==> src/rtl/seg_scan_ctrl_if.sv <==
// Load handshake between a value producer and the scan controller.
interface seg_scan_ctrl_if #(
  parameter int NUM_DIGITS = 4
);
  logic                    load_valid;
  logic [4*NUM_DIGITS-1:0] load_data;
  logic                    load_ready;

  modport master (output load_valid, output load_data, input load_ready);
  modport slave  (input load_valid, input load_data, output load_ready);
endinterface

==> src/rtl/seg_scan_ctrl.sv <==
// Multiplexed BCD digit scanner: digit_en/bcd_out registered one cycle behind the FSM decision;
// loads double-buffered so a new value only reaches the display on a frame boundary or disable.
module seg_scan_ctrl #(
  parameter int NUM_DIGITS  = 4,
  parameter int SHOW_CYCLES = 1000,
  parameter int GAP_CYCLES  = 8
) (
  input  logic                  clk,
  input  logic                  rst_n,
  input  logic                  disp_en,
  input  logic                  blank_lz,
  seg_scan_ctrl_if.slave        load_if,
  output logic [3:0]            bcd_out,
  output logic [NUM_DIGITS-1:0] digit_en,
  output logic                  frame_done
);

  localparam int DW   = 4 * NUM_DIGITS;
  localparam int MAXC = (SHOW_CYCLES > GAP_CYCLES) ? SHOW_CYCLES : GAP_CYCLES;
  localparam int CW   = (MAXC > 1) ? $clog2(MAXC) : 1;
  localparam int IW   = $clog2(NUM_DIGITS);

  localparam logic [CW-1:0] SHOW_LAST = CW'(SHOW_CYCLES - 1);
  localparam logic [CW-1:0] GAP_LAST  = CW'((GAP_CYCLES > 0) ? GAP_CYCLES - 1 : 0);
  localparam logic [IW-1:0] IDX_LAST  = IW'(NUM_DIGITS - 1);

  typedef enum logic [1:0] {OFF, SHOW, GAP} state_e;

  state_e                state_q, state_d;
  logic [IW-1:0]         idx_q, idx_d;
  logic [CW-1:0]         cnt_q, cnt_d;
  logic [DW-1:0]         active_q, active_d;
  logic [DW-1:0]         pending_q, pending_d;
  logic                  act_vld_q, act_vld_d;
  logic                  pend_vld_q, pend_vld_d;
  logic [3:0]            bcd_q, bcd_d;
  logic [NUM_DIGITS-1:0] den_q, den_d;

  logic          last_digit;
  logic          boundary;
  logic          load_fire;
  logic          transfer;
  logic [IW-1:0] next_idx;
  logic [3:0]    nib;
  logic          upper_zero;

  // The frame ends in the last cycle of the final digit's gap, or of its show phase when there is no gap.
  assign last_digit = (idx_q == IDX_LAST);
  assign boundary   = (GAP_CYCLES > 0) ? (last_digit && state_q == GAP  && cnt_q == GAP_LAST)
                                       : (last_digit && state_q == SHOW && cnt_q == SHOW_LAST);
  assign next_idx   = last_digit ? '0 : idx_q + IW'(1);

  assign load_if.load_ready = (state_q == OFF) || !pend_vld_q || boundary;
  assign load_fire          = load_if.load_valid && load_if.load_ready;
  assign transfer           = (state_q != OFF) && pend_vld_q && (boundary || !disp_en);

  always_comb begin
    state_d = state_q;
    idx_d   = idx_q;
    cnt_d   = cnt_q + CW'(1);
    unique case (state_q)
      OFF: begin
        idx_d = '0;
        cnt_d = '0;
        if (disp_en && act_vld_q) state_d = SHOW;
      end
      SHOW: begin
        if (!disp_en) begin
          state_d = OFF;
          idx_d   = '0;
          cnt_d   = '0;
        end else if (cnt_q == SHOW_LAST) begin
          cnt_d = '0;
          if (GAP_CYCLES > 0) state_d = GAP;
          else                idx_d   = next_idx;
        end
      end
      GAP: begin
        if (!disp_en) begin
          state_d = OFF;
          idx_d   = '0;
          cnt_d   = '0;
        end else if (cnt_q == GAP_LAST) begin
          state_d = SHOW;
          idx_d   = next_idx;
          cnt_d   = '0;
        end
      end
      default: begin
        state_d = OFF;
        idx_d   = '0;
        cnt_d   = '0;
      end
    endcase
  end

  always_comb begin
    active_d   = active_q;
    pending_d  = pending_q;
    act_vld_d  = act_vld_q;
    pend_vld_d = pend_vld_q;
    if (state_q == OFF) begin
      if (load_fire) begin
        active_d  = load_if.load_data;
        act_vld_d = 1'b1;
      end
    end else begin
      if (transfer) begin
        active_d   = pending_q;
        pend_vld_d = 1'b0;
      end
      if (load_fire) begin
        pending_d  = load_if.load_data;
        pend_vld_d = 1'b1;
      end
    end
  end

  // Outputs are computed from next-state values so they line up with the state they describe.
  assign nib        = active_d[{idx_d, 2'b00} +: 4];
  assign upper_zero = ((active_d >> {idx_d, 2'b00}) == '0);

  always_comb begin
    den_d = '0;
    bcd_d = '0;
    if (state_d == SHOW) begin
      den_d = NUM_DIGITS'(1) << idx_d;
      bcd_d = (blank_lz && idx_d != '0 && upper_zero) ? 4'hF : nib;
    end else if (state_d == GAP) begin
      bcd_d = bcd_q;
    end
  end

  always_ff @(posedge clk or negedge rst_n) begin
    if (!rst_n) begin
      state_q    <= OFF;
      idx_q      <= '0;
      cnt_q      <= '0;
      active_q   <= '0;
      pending_q  <= '0;
      act_vld_q  <= 1'b0;
      pend_vld_q <= 1'b0;
      bcd_q      <= '0;
      den_q      <= '0;
    end else begin
      state_q    <= state_d;
      idx_q      <= idx_d;
      cnt_q      <= cnt_d;
      active_q   <= active_d;
      pending_q  <= pending_d;
      act_vld_q  <= act_vld_d;
      pend_vld_q <= pend_vld_d;
      bcd_q      <= bcd_d;
      den_q      <= den_d;
    end
  end

  assign bcd_out    = bcd_q;
  assign digit_en   = den_q;
  assign frame_done = boundary;

endmodule

==> src/flat_wrapper.sv <==
// flat-port wrapper written by rule: the top's interface ports become plain ports
module seg_scan_ctrl_flat 
#(
  parameter int NUM_DIGITS  = 4,
  parameter int SHOW_CYCLES = 1000,
  parameter int GAP_CYCLES  = 8
)
  (clk, rst_n, disp_en, blank_lz, bcd_out, digit_en, frame_done, load_if_load_valid, load_if_load_data, load_if_load_ready);
  seg_scan_ctrl_if #(.NUM_DIGITS(NUM_DIGITS)) load_if_i ();
  input  logic clk;
  input  logic rst_n;
  input  logic disp_en;
  input  logic blank_lz;
  output logic [3:0] bcd_out;
  output logic [NUM_DIGITS-1:0] digit_en;
  output logic frame_done;
  input wire logic [$bits(load_if_i.load_valid)-1:0] load_if_load_valid;
  input wire logic [$bits(load_if_i.load_data)-1:0] load_if_load_data;
  output wire logic [$bits(load_if_i.load_ready)-1:0] load_if_load_ready;
  assign load_if_i.load_valid = load_if_load_valid;
  assign load_if_i.load_data = load_if_load_data;
  assign load_if_load_ready = load_if_i.load_ready;
  seg_scan_ctrl #(.NUM_DIGITS(NUM_DIGITS), .SHOW_CYCLES(SHOW_CYCLES), .GAP_CYCLES(GAP_CYCLES)) u_core (.clk(clk), .rst_n(rst_n), .disp_en(disp_en), .blank_lz(blank_lz), .load_if(load_if_i), .bcd_out(bcd_out), .digit_en(digit_en), .frame_done(frame_done));
endmodule
==> config.mk <==
export PLATFORM = sky130hd
export DESIGN_NAME = seg_scan_ctrl_flat
export DESIGN_NICKNAME = d
export VERILOG_FILES = /design/src/rtl/seg_scan_ctrl_if.sv /design/src/rtl/seg_scan_ctrl.sv /design/src/flat_wrapper.sv
export SDC_FILE = /design/constraint.sdc
export NUM_CORES = 1
export LEC_CHECK = 0
export ABC_AREA = 1
export BUFFER_PORTS_ARGS = -buffer_cell sky130_fd_sc_hd__buf_2
export CAP_MARGIN = 10
export CORE_ASPECT_RATIO = 0.9
export CORE_MARGIN = 2
export CORE_UTILIZATION = 55
export CTS_CLUSTER_SIZE = 30
export DETAILED_ROUTE_END_ITERATION = 10
export MAX_ROUTING_LAYER = met4
export PLACE_DENSITY = 0.74
export SKIP_LAST_GASP = 1
export SYNTH_ARGS = -nofsm -noshare
export SYNTH_HDL_FRONTEND = slang
export SYNTH_SLANG_ARGS = --single-unit
==> constraint.sdc <==
create_clock -name clk -period 2.7 [get_ports clk]
set_input_delay 0.81 -clock clk [delete_from_list [all_inputs] [get_ports clk]]
set_output_delay 0.81 -clock clk [all_outputs]
set_load 0.005 [all_outputs]
### Yosys cells after proc, flatten, opt, wreduce, memory -nomap -nowiden

Index checks and enable logic that the tools add are counted.
W data, S select, Z words.

| word-level totals | value |
|---|---|
| bits in latches | 0 |
| output and inout bits | 10 |
| logic and storage cells | 69 |
| bits in read-only memories | 0 |
| memories | 0 |
| input port bits | 21 |
| register bits after elaboration | 56 |
| RAM bits | 0 |

| operators by class | value |
|---|---|
| $lt $le $gt $ge | 0 |
| eq/ne operators | 8 |
| reductions and logical operators | 21 |
| multiply operators | 0 |
| mux-type cells | 25 |
| add/sub/neg operators | 2 |
| shift-type cells | 3 |
| bitwise gates (word level) | 1 |
| div/mod/pow operators | 0 |

Operator list:

| operator | count |
|---|---|
| $mux W16 | 3 |
| $mux W10 | 4 |
| $pmux W10 S2 | 1 |
| $mux W2 | 9 |
| $logic_not A16 Y1 | 1 |
| $mux W4 | 4 |
| $shiftx A16 B5 Y4 | 1 |
| $shr A16 B4 Y16 | 1 |
| $add A10 B1 Y10 const B | 1 |
| $eq A10 B10 Y1 const B | 1 |
| $eq A10 B3 Y1 const B | 1 |
| $logic_and A1 B1 Y1 | 8 |
| $eq A2 B2 Y1 const B | 3 |
| $pmux W2 S3 | 1 |
| $reduce_and A2 Y1 | 3 |
| $reduce_bool A2 Y1 | 3 |
| $eq A2 B1 Y1 const B | 2 |
| $pmux W2 S2 | 1 |
| $shl A1 B2 Y4 const A | 1 |
| $logic_or A1 B1 Y1 | 3 |
| $add A2 B1 Y2 const B | 1 |
| $logic_not A1 Y1 | 2 |
| $logic_not A2 Y1 | 1 |
| $mux W1 | 2 |
| other kinds (2) | 2 |

### Logic depth before layout (Yosys ltp)

Gate-level depths: netlist (run 1).

| depth | value |
|---|---|
| depth in word-level cells | 12 |
| mapped depth | 20 |
| depth with buffers taken out | 20 |

### Worst setup path after synthesis (run 1)

No wires, ideal clock.

| timing path | value |
|---|---|
| path type | reg-to-reg |
| from | register u_core.state_q[0] |
| to | register u_core.bcd_q[0] (netlist: u_core.bcd_out[0]) |
| arrival time | 2.032 ns |
| path slack | 0.603 ns |
| data required time | 2.635 ns |
| cell stages (with the launch flop) | 17 |
| clock period less this slack | 2.097 ns |
| setup time | 0.065 ns |
| path through | dfrtp_1 inv_1 ha_1 nor2_8 nand2_4 nand2_4 buf_6 nand2_1 nand3_2 nand3_1 nand3_1 nand2_1 nor2_1 nand3_2 o21bai_1 nand2_1 nand2_1 |

| on the way | value |
|---|---|
| longest elaborated chain between the ends | 12 |

Ends and longest elaborated chain:

| item | RTL line | text |
|---|---|---|
| from (decl) | seg_scan_ctrl.sv:29 | `state_e state_q, state_d;` |
| from (signal assigned) | seg_scan_ctrl.sv:146 | `state_q <= state_d;` |
| $eq A2 B2 Y1 | seg_scan_ctrl.sv:49, seg_scan_ctrl.sv:61 |  |
| $logic_and A1 B1 Y1 (2 in a row) | seg_scan_ctrl.sv:49 | `assign boundary = (GAP_CYCLES > 0) ? (last_digit && state_q == GAP && cnt_q == GAP_LAST)` |
| $logic_or A1 B1 Y1, on equally long branches | seg_scan_ctrl.sv:55, seg_scan_ctrl.sv:53 |  |
| $logic_and A1 B1 Y1, on equally long branches | seg_scan_ctrl.sv:55, seg_scan_ctrl.sv:54 |  |
| $mux W16, on equally long branches | seg_scan_ctrl.sv:108, seg_scan_ctrl.sv:103 |  |
| $mux W16 | seg_scan_ctrl.sv:102 | `if (state_q == OFF) begin` |
| $shr A16 B4 Y16 | seg_scan_ctrl.sv:121 | `assign upper_zero = ((active_d >> {idx_d, 2'b00}) == '0);` |
| $logic_not A16 Y1 | seg_scan_ctrl.sv:121 |  |
| $logic_and A1 B1 Y1 | seg_scan_ctrl.sv:128 | `bcd_d = (blank_lz && idx_d != '0 && upper_zero) ? 4'hF : nib;` |
| $mux W4 | seg_scan_ctrl.sv:128 |  |
| $mux W4 | seg_scan_ctrl.sv:126 | `if (state_d == SHOW) begin` |
| to (signal assigned) | seg_scan_ctrl.sv:143 | `bcd_q <= '0;` |
| to (signal assigned) | seg_scan_ctrl.sv:153 | `bcd_q <= bcd_d;` |
| to (decl) | seg_scan_ctrl.sv:36 | `logic [3:0] bcd_q, bcd_d;` |

Parallel ways exist; a longest one is shown, timed or not.
A chain may end at the register's enable or synchronous reset.

### Final worst setup path (run 1)

| timing path | value |
|---|---|
| from | register u_core.state_q[0] |
| to | output port load_if_load_ready |

| on the way | value |
|---|---|
| longest elaborated chain between the ends | 4 |

Ends and longest elaborated chain:

| item | RTL line | text |
|---|---|---|
| $eq A2 B2 Y1 | seg_scan_ctrl.sv:49 |  |
| $logic_and A1 B1 Y1 (2 in a row) | seg_scan_ctrl.sv:49 |  |
| $logic_or A1 B1 Y1 (*) | seg_scan_ctrl.sv:53 | `assign load_if.load_ready = (state_q == OFF) \|\| !pend_vld_q \|\| boundary;` |
| to (decl) | flat_wrapper.sv:19 | `output wire logic [$bits(load_if_i.load_ready)-1:0] load_if_load_ready;` |

Mark *: on every way between the ends. The rest lies on a longest branch, timed or not.

==> impl_metrics.py, run 1 <==
metrics = {
    "power_and_ir_drop": {
        "peakVddDrop_mv": 0.5947,
        "p_per_area_nw_per_um2": 950.5,
        "leakagePower_nw": 1.944,
    },
    "global_route": {
        "grt_pass1_wl_um": 12890,
        "gr-total-overflow": 0,
        "antenna_found_initial": 0,
        "use_met3_pct": 3.875,
        "grt_pass1_vias": 2699,
        "met2_usage_pct": 37.03,
        "grt_max_degree": 57,
        "met1_usage_pct": 35.87,
        "busiest_layer": "met2",
        "track_usage_pct": 24.75,
    },
    "clocking": {
        "cts.sinks": 56,
        "clock_latency_ps": 310,
        "cts_hold_buf": 0,
        "path_clk_slew_ps": 100,
        "clock-root-buffer": "clkbuf_8",
        "cts_buffers": 5,
        "post_cts_buffers": 0,
        "h-tree-depth": 2,
        "cts_tree": "done",
        "ctsLongestPathBuffers": 2,
    },
    "critical_path": {
        "critPathBufInv": 3,
        "critPathMaxFanout": 19,
        "slowest_stage": "dfrtp_1",
        "crit_path_max_incr_delay_ps": 420,
        "cp-end-kind": "output port",
        "crit_chain": "inv_1 -> ha_2 -> nand2_1 -> inv_1 -> nand3_4 -> nand2_8 -> buf_2",
        "cp_top_family": "flip-flops",
        "crit_type": "flop to output port",
        "path_common_cell": "inv_1",
        "cp.arrival_ps": 1710,
        "critPathRequiredTime_ps": 1890,
        "cp-start-kind": "flop",
    },
    "timing": {
        "setup_violations": 0,
        "tightest_slew_ps": 705.2,
        "fin_skew_ps": 4.624,
        "rsz0062_at_grt": "true",
        "fmax_ghz": 0.3976,
        "period_minus_slack_ps": 2515,
        "holdWs_ps": 467.1,
        "period_share_pct": 93.16,
        "hold_viol": 0,
        "slew_headroom_pct": 52.99,
        "slew_violations": 0,
        "layout_setup_ws_ps": 184.7,
        "setup_tns_ps": 0,
    },
    "floorplanning": {
        "ios": 31,
        "die_w_um": 85.26,
        "die_h_um": 77.13,
        "initial_core_util_pct": 57.41,
        "core_area_um2": 5693,
        "rows": 26,
        "die-area_um2": 6576,
    },
    "yosys": {
        "syn_nets": 457,
        "yosys.cell_types.count": 34,
        "syn_inst": 430,
        "netlist_area_um2": 3268,
        "ys_ff_latch": 56,
        "syn_area_per_cell_um2": 7.600,
        "ys_seq_area_share_pct": 42.88,
        "yosys_warnings": 0,
    },
    "detailed_routing": {
        "vias": 2807,
        "totalWireLength_um": 7236,
        "first_pass_iters": 4,
        "wire_per_inst_um": 13.58,
        "drt-initial-drc-count": 185,
        "routed_via_density": 5.266,
        "drcViolationCount": 0,
        "ant_nets": 0,
    },
    "placed_design": {
        "dp_hpwl_um": 5375,
        "dp_slack_ps": 251.5,
        "dp.cells": 525,
        "portBuffers": 30,
        "placedInstanceArea_um2": 3477,
        "place_congestion": 0.8620,
    },
    "cells_and_area": {
        "num-nets-final": 489,
        "design_area_um2": 3607,
        "antennaDiodeCount": 0,
        "layout_commonest_cell": "nand2_1",
        "stdcell_count": 533,
        "layout_common_cells": "nand2_1, inv_1, dfrtp_1",
        "area_growth_pct": 10.38,
        "drive_above_1_share_pct": 16.20,
    },
    "flow_run": {
        "cap_violations": 0,
    },
    "status": {
        "status": "completed",
    },
    "hold_path": {
        "holdCritPathClass": "flop to flop",
    },
}
[metrics by stage]
step | power [W] | util [%]
after global routing | 0.003754 | 63.36
after floorplan | 0.002524 | -
after detailed placement | 0.002914 | 61.08
after global placement | 0.002856 | 61.08
final | 0.003429 | 63.36
after CTS | 0.003395 | 62.70
[registers in the layout, indices dropped and copies added, names as in the netlist]
register           flops
u_core.act_vld_q       1
u_core.active_q       16
u_core.bcd_out         4
u_core.cnt_q          10
u_core.digit_en        4
u_core.idx_q           2
u_core.pend_vld_q      1
u_core.pending_q      16
u_core.state_q         2
[cell usage after synthesis, drive strengths merged]
cell    number  area (µm²)
o22ai        1       6.260
mux2         1       11.26
dfrtp       56        1401
xnor2        1       8.760
clkbuf       5       18.77
nor2        35       170.2
o21ai       34       177.7
a21oi        5       25.02
inv         63       236.5
a31oi        1       6.260
o211ai       1       7.510
nor3         9       45.04
nand4        1       6.260
nand2      130       545.5
nand3       55       312.8
nand3b       9       67.56
ha           6       75.07
o21bai       7       56.30
xor2         4       35.03
buf          6       55.05
[path summary, 6_finish.rpt]
path                                  endpoint  depth (start not counted)  slack [ps]         startpoint
max                         load_if_load_ready                          7         180  u_core.state_q[0]
max reg2reg                  u_core.bcd_out[1]                         20         270  u_core.state_q[0]
min reg2reg                    u_core.cnt_q[0]                          1         470    u_core.cnt_q[0]
min                            u_core.cnt_q[0]                          1         470    u_core.cnt_q[0]
min in group asynchronous      u_core.cnt_q[6]                          2         620              rst_n
max in group asynchronous  u_core.pending_q[8]                          2        1610              rst_n
[kinds of logic (layout without fill, tap and decap cells)]
kind of cell             Yosys count  in the layout  share of synthesized area [%]
adder cells (fa/ha/maj)            6              6                          2.297
flip-flops                        56             56                          42.88
multiplexers                       1              1                         0.3445
AO/OA/AOI/OAI                     49             49                          8.538
XOR/XNOR                           5              5                          1.340
AND/OR/NAND/NOR                  239            239                          35.11
buffers and inverters             74            107                          9.495
[per-layer routing]
metal / up-vias / part of all wire (%)
li1: 1420 / -
met1: 1305 / 48
met2: 78 / 45
met3: 4 / 6.1
met4: 0 / 0.66
met5: - / 0
[cell type report]
cell class,instances,area (µm²)
tap,70,87.58
timing repair buffer,36,195.2
sequential,56,1401
clock inverter,2,10.01
clock buffer,6,82.58
fill,500,2086
inverter,63,239.0
multi-input combinational,300,1592
[worst register-to-register path: cells and delay by family (launching register included)]
kind | cells | cell delay, ps
fa+ha+maj | 1 | 220
flops | 1 | 420
simple gates | 14 | 1200
buf+inv | 4 | 400
compound gates | 1 | 130
[where the power goes]
part | internal (W) | switching (W) | total, W
clock network | 0.000206 | 0.000280 | 0.000486
registers | 0.00113 | 0.000133 | 0.00126
logic | 0.000583 | 0.00110 | 0.00168
[what timing repair did]
item / 4_1_cts / 5_1_grt
gates resized for setup: 0 / 7
endpoints found under the setup margin: 0 / 5
hold endpoints to repair: 0 / 0
(Power assumes the default switching activity.)
==> run 2, diff against run 1 <==
BUFFER_PORTS_ARGS = -buffer_cell sky130_fd_sc_hd__clkbuf_2   (was -buffer_cell sky130_fd_sc_hd__buf_2)
CTS_CLUSTER_DIAMETER = 50   (was default)
PLACE_DENSITY = 0.75   (was 0.74)
==> run 2 against run 1 <==
Compared with the run above: first-iteration DRC count grew 2.2%; total power rose by 2.9%; setup slack gained 2.8 ps.
==> impl_metrics.py, run 2 (synthesized netlist as in run 1, its figures left out) <==
metrics = {
    "status": {
        "status": "completed",
    },
    "clocking": {
        "clock-root-buffer": "clkbuf_8",
        "cts_buffers": 5,
        "cts.sinks": 56,
        "ctsLongestPathBuffers": 2,
        "path_clk_slew_ps": 100,
        "cts_tree": "done",
        "h-tree-depth": 2,
        "clock_latency_ps": 320,
    },
    "power_and_ir_drop": {
        "pwr-share-clk_pct": 15.9,
        "p_per_area_nw_per_um2": 971.8,
        "leakagePower_nw": 1.937,
        "combPwrFrac_pct": 48.2,
        "peakVddDrop_mv": 0.4395,
        "switchingPower_w": 0.001543,
        "p_int_w": 0.001987,
        "switching_share_pct": 43.72,
        "seqPwrFrac_pct": 35.9,
    },
    "critical_path": {
        "rrSetupSlack_ps": 250,
        "cp.arrival_ps": 1700,
        "critPathMaxFanout": 19,
        "critPathRequiredTime_ps": 1890,
        "cp-start-kind": "flop",
        "crit_type": "flop to output port",
        "r2r_start": "u_core.state_q[0]",
        "cp-end-kind": "output port",
        "worstRegToRegCells": 20,
        "timing.rr.end": "u_core.bcd_out[1]",
    },
    "timing": {
        "holdWs_ps": 466.7,
        "setup_violations": 0,
        "slew_violations": 0,
        "period_share_pct": 93.06,
        "slew_headroom_pct": 56.97,
        "hold_viol": 0,
        "period_minus_slack_ps": 2513,
        "tightest_slew_ps": 645.5,
        "fmax_ghz": 0.3980,
        "layout_setup_ws_ps": 187.4,
        "setup_tns_ps": 0,
        "fin_skew_ps": 12.60,
    },
    "cells_and_area": {
        "layout_commonest_cell": "nand2_1",
        "design_area_um2": 3632,
        "antennaDiodeCount": 0,
        "layout_common_cells": "nand2_1, inv_1, dfrtp_1",
        "drive_above_1_share_pct": 16.41,
        "num-nets-final": 489,
        "reg.largest.list": "u_core.active_q (16), u_core.pending_q (16), u_core.cnt_q (10)",
        "utilization_pct": 63.80,
        "area_growth_pct": 11.14,
        "nFillCells": 491,
    },
    "detailed_routing": {
        "wire_per_inst_um": 13.90,
        "first_pass_iters": 6,
        "drcViolationCount": 0,
        "vias": 2778,
        "ant_nets": 0,
        "totalWireLength_um": 7407,
        "drt-initial-drc-count": 189,
        "routed_via_density": 5.212,
    },
    "hold_path": {
        "worstHoldEndpoint": "u_core.cnt_q[0]",
        "holdPathStages": 1,
        "holdCritPathClass": "flop to flop",
        "holdCritStartpoint": "u_core.cnt_q[0]",
    },
    "placed_design": {
        "portBuffers": 30,
        "place_congestion": 0.9084,
        "dp_slack_ps": 202.6,
        "placedInstanceArea_um2": 3467,
        "dp_hpwl_um": 5439,
    },
    "floorplanning": {
        "initial_core_util_pct": 57.41,
        "die_h_um": 77.13,
        "die_w_um": 85.26,
        "ios": 31,
        "rows": 26,
        "core_area_um2": 5693,
        "die-area_um2": 6576,
    },
    "flow_run": {
        "cap_violations": 0,
    },
    "global_route": {
        "track_usage_pct": 24.99,
        "grt_pass1_wl_um": 12770,
        "gr-total-overflow": 0,
        "grt_pass1_vias": 2692,
        "grt_max_degree": 34,
        "antenna_found_initial": 0,
    },
}
## run 2: power groups by stage
stage | Clock (W) | Combinational [W] | Sequential, W
4_1_cts | 0.000566 | 0.00164 | 0.00126
2_1_floorplan | 0 | 0.00128 | 0.00124
5_1_grt | 0.000605 | 0.00195 | 0.00129
3_3_place_gp | 0 | 0.00157 | 0.00127
3_5_place_dp | 0 | 0.00163 | 0.00128
6_report | 0.000561 | 0.00170 | 0.00127
## run 2: worst max-delay path, stage by stage (launching register included)
cell      delay (ps)
dfrtp_1          420
inv_1            100
ha_1             290
nor2_8           280
nand2_8          150
clkbuf_2         150
## run 2: timing repair
action | CTS | global route
setup buffers | 0 | 3
resized for setup | 0 | 8
setup endpoints to repair | 0 | 5
hold buffers | 0 | 0
## run 2: routing by layer
metal,share of wire [%],wire [µm],track usage [%],vias up
met4,1.6,119,6.667,0
li1,-,-,-,1428
met1,48,3592,36.30,1245
met2,44,3237,36.17,91
met5,0,0,-,-
met3,6.2,458,4.521,14
## run 2: through the flow
stage | instances | power, W
4_1_cts | 530 | 0.003463
3_3_place_gp | 522 | 0.002842
3_5_place_dp | 522 | 0.002905
2_1_floorplan | 430 | 0.002524
5_1_grt | 533 | 0.003844
6_report | 533 | 0.003530
## run 2: area by class of cell
class,count,area [µm²],area share [%]
clock buffers,5,68.82,1.895
clock inverters,3,42.54,1.171
inverters,63,241.5,6.648
multi-input cells,300,1579,43.47
flip-flops and latches,56,1401,38.58
well taps,70,87.58,2.411
repair buffers,36,211.5,5.822
## run 2: worst max-delay path by stage
stage	startpoint	to	slack, ps	cells after the start
finish	u_core.state_q[1]	load_if_load_ready	190	5
global route	u_core.state_q[0]	u_core.bcd_out[3]	-0.06	20
CTS	u_core.state_q[0]	load_if_load_ready	120	7
detailed placement	u_core.state_q[0]	u_core.bcd_out[1]	200	20
global placement	disp_en	u_core.bcd_out[0]	260	13
floorplan	u_core.state_q[0]	u_core.bcd_out[0]	600	16
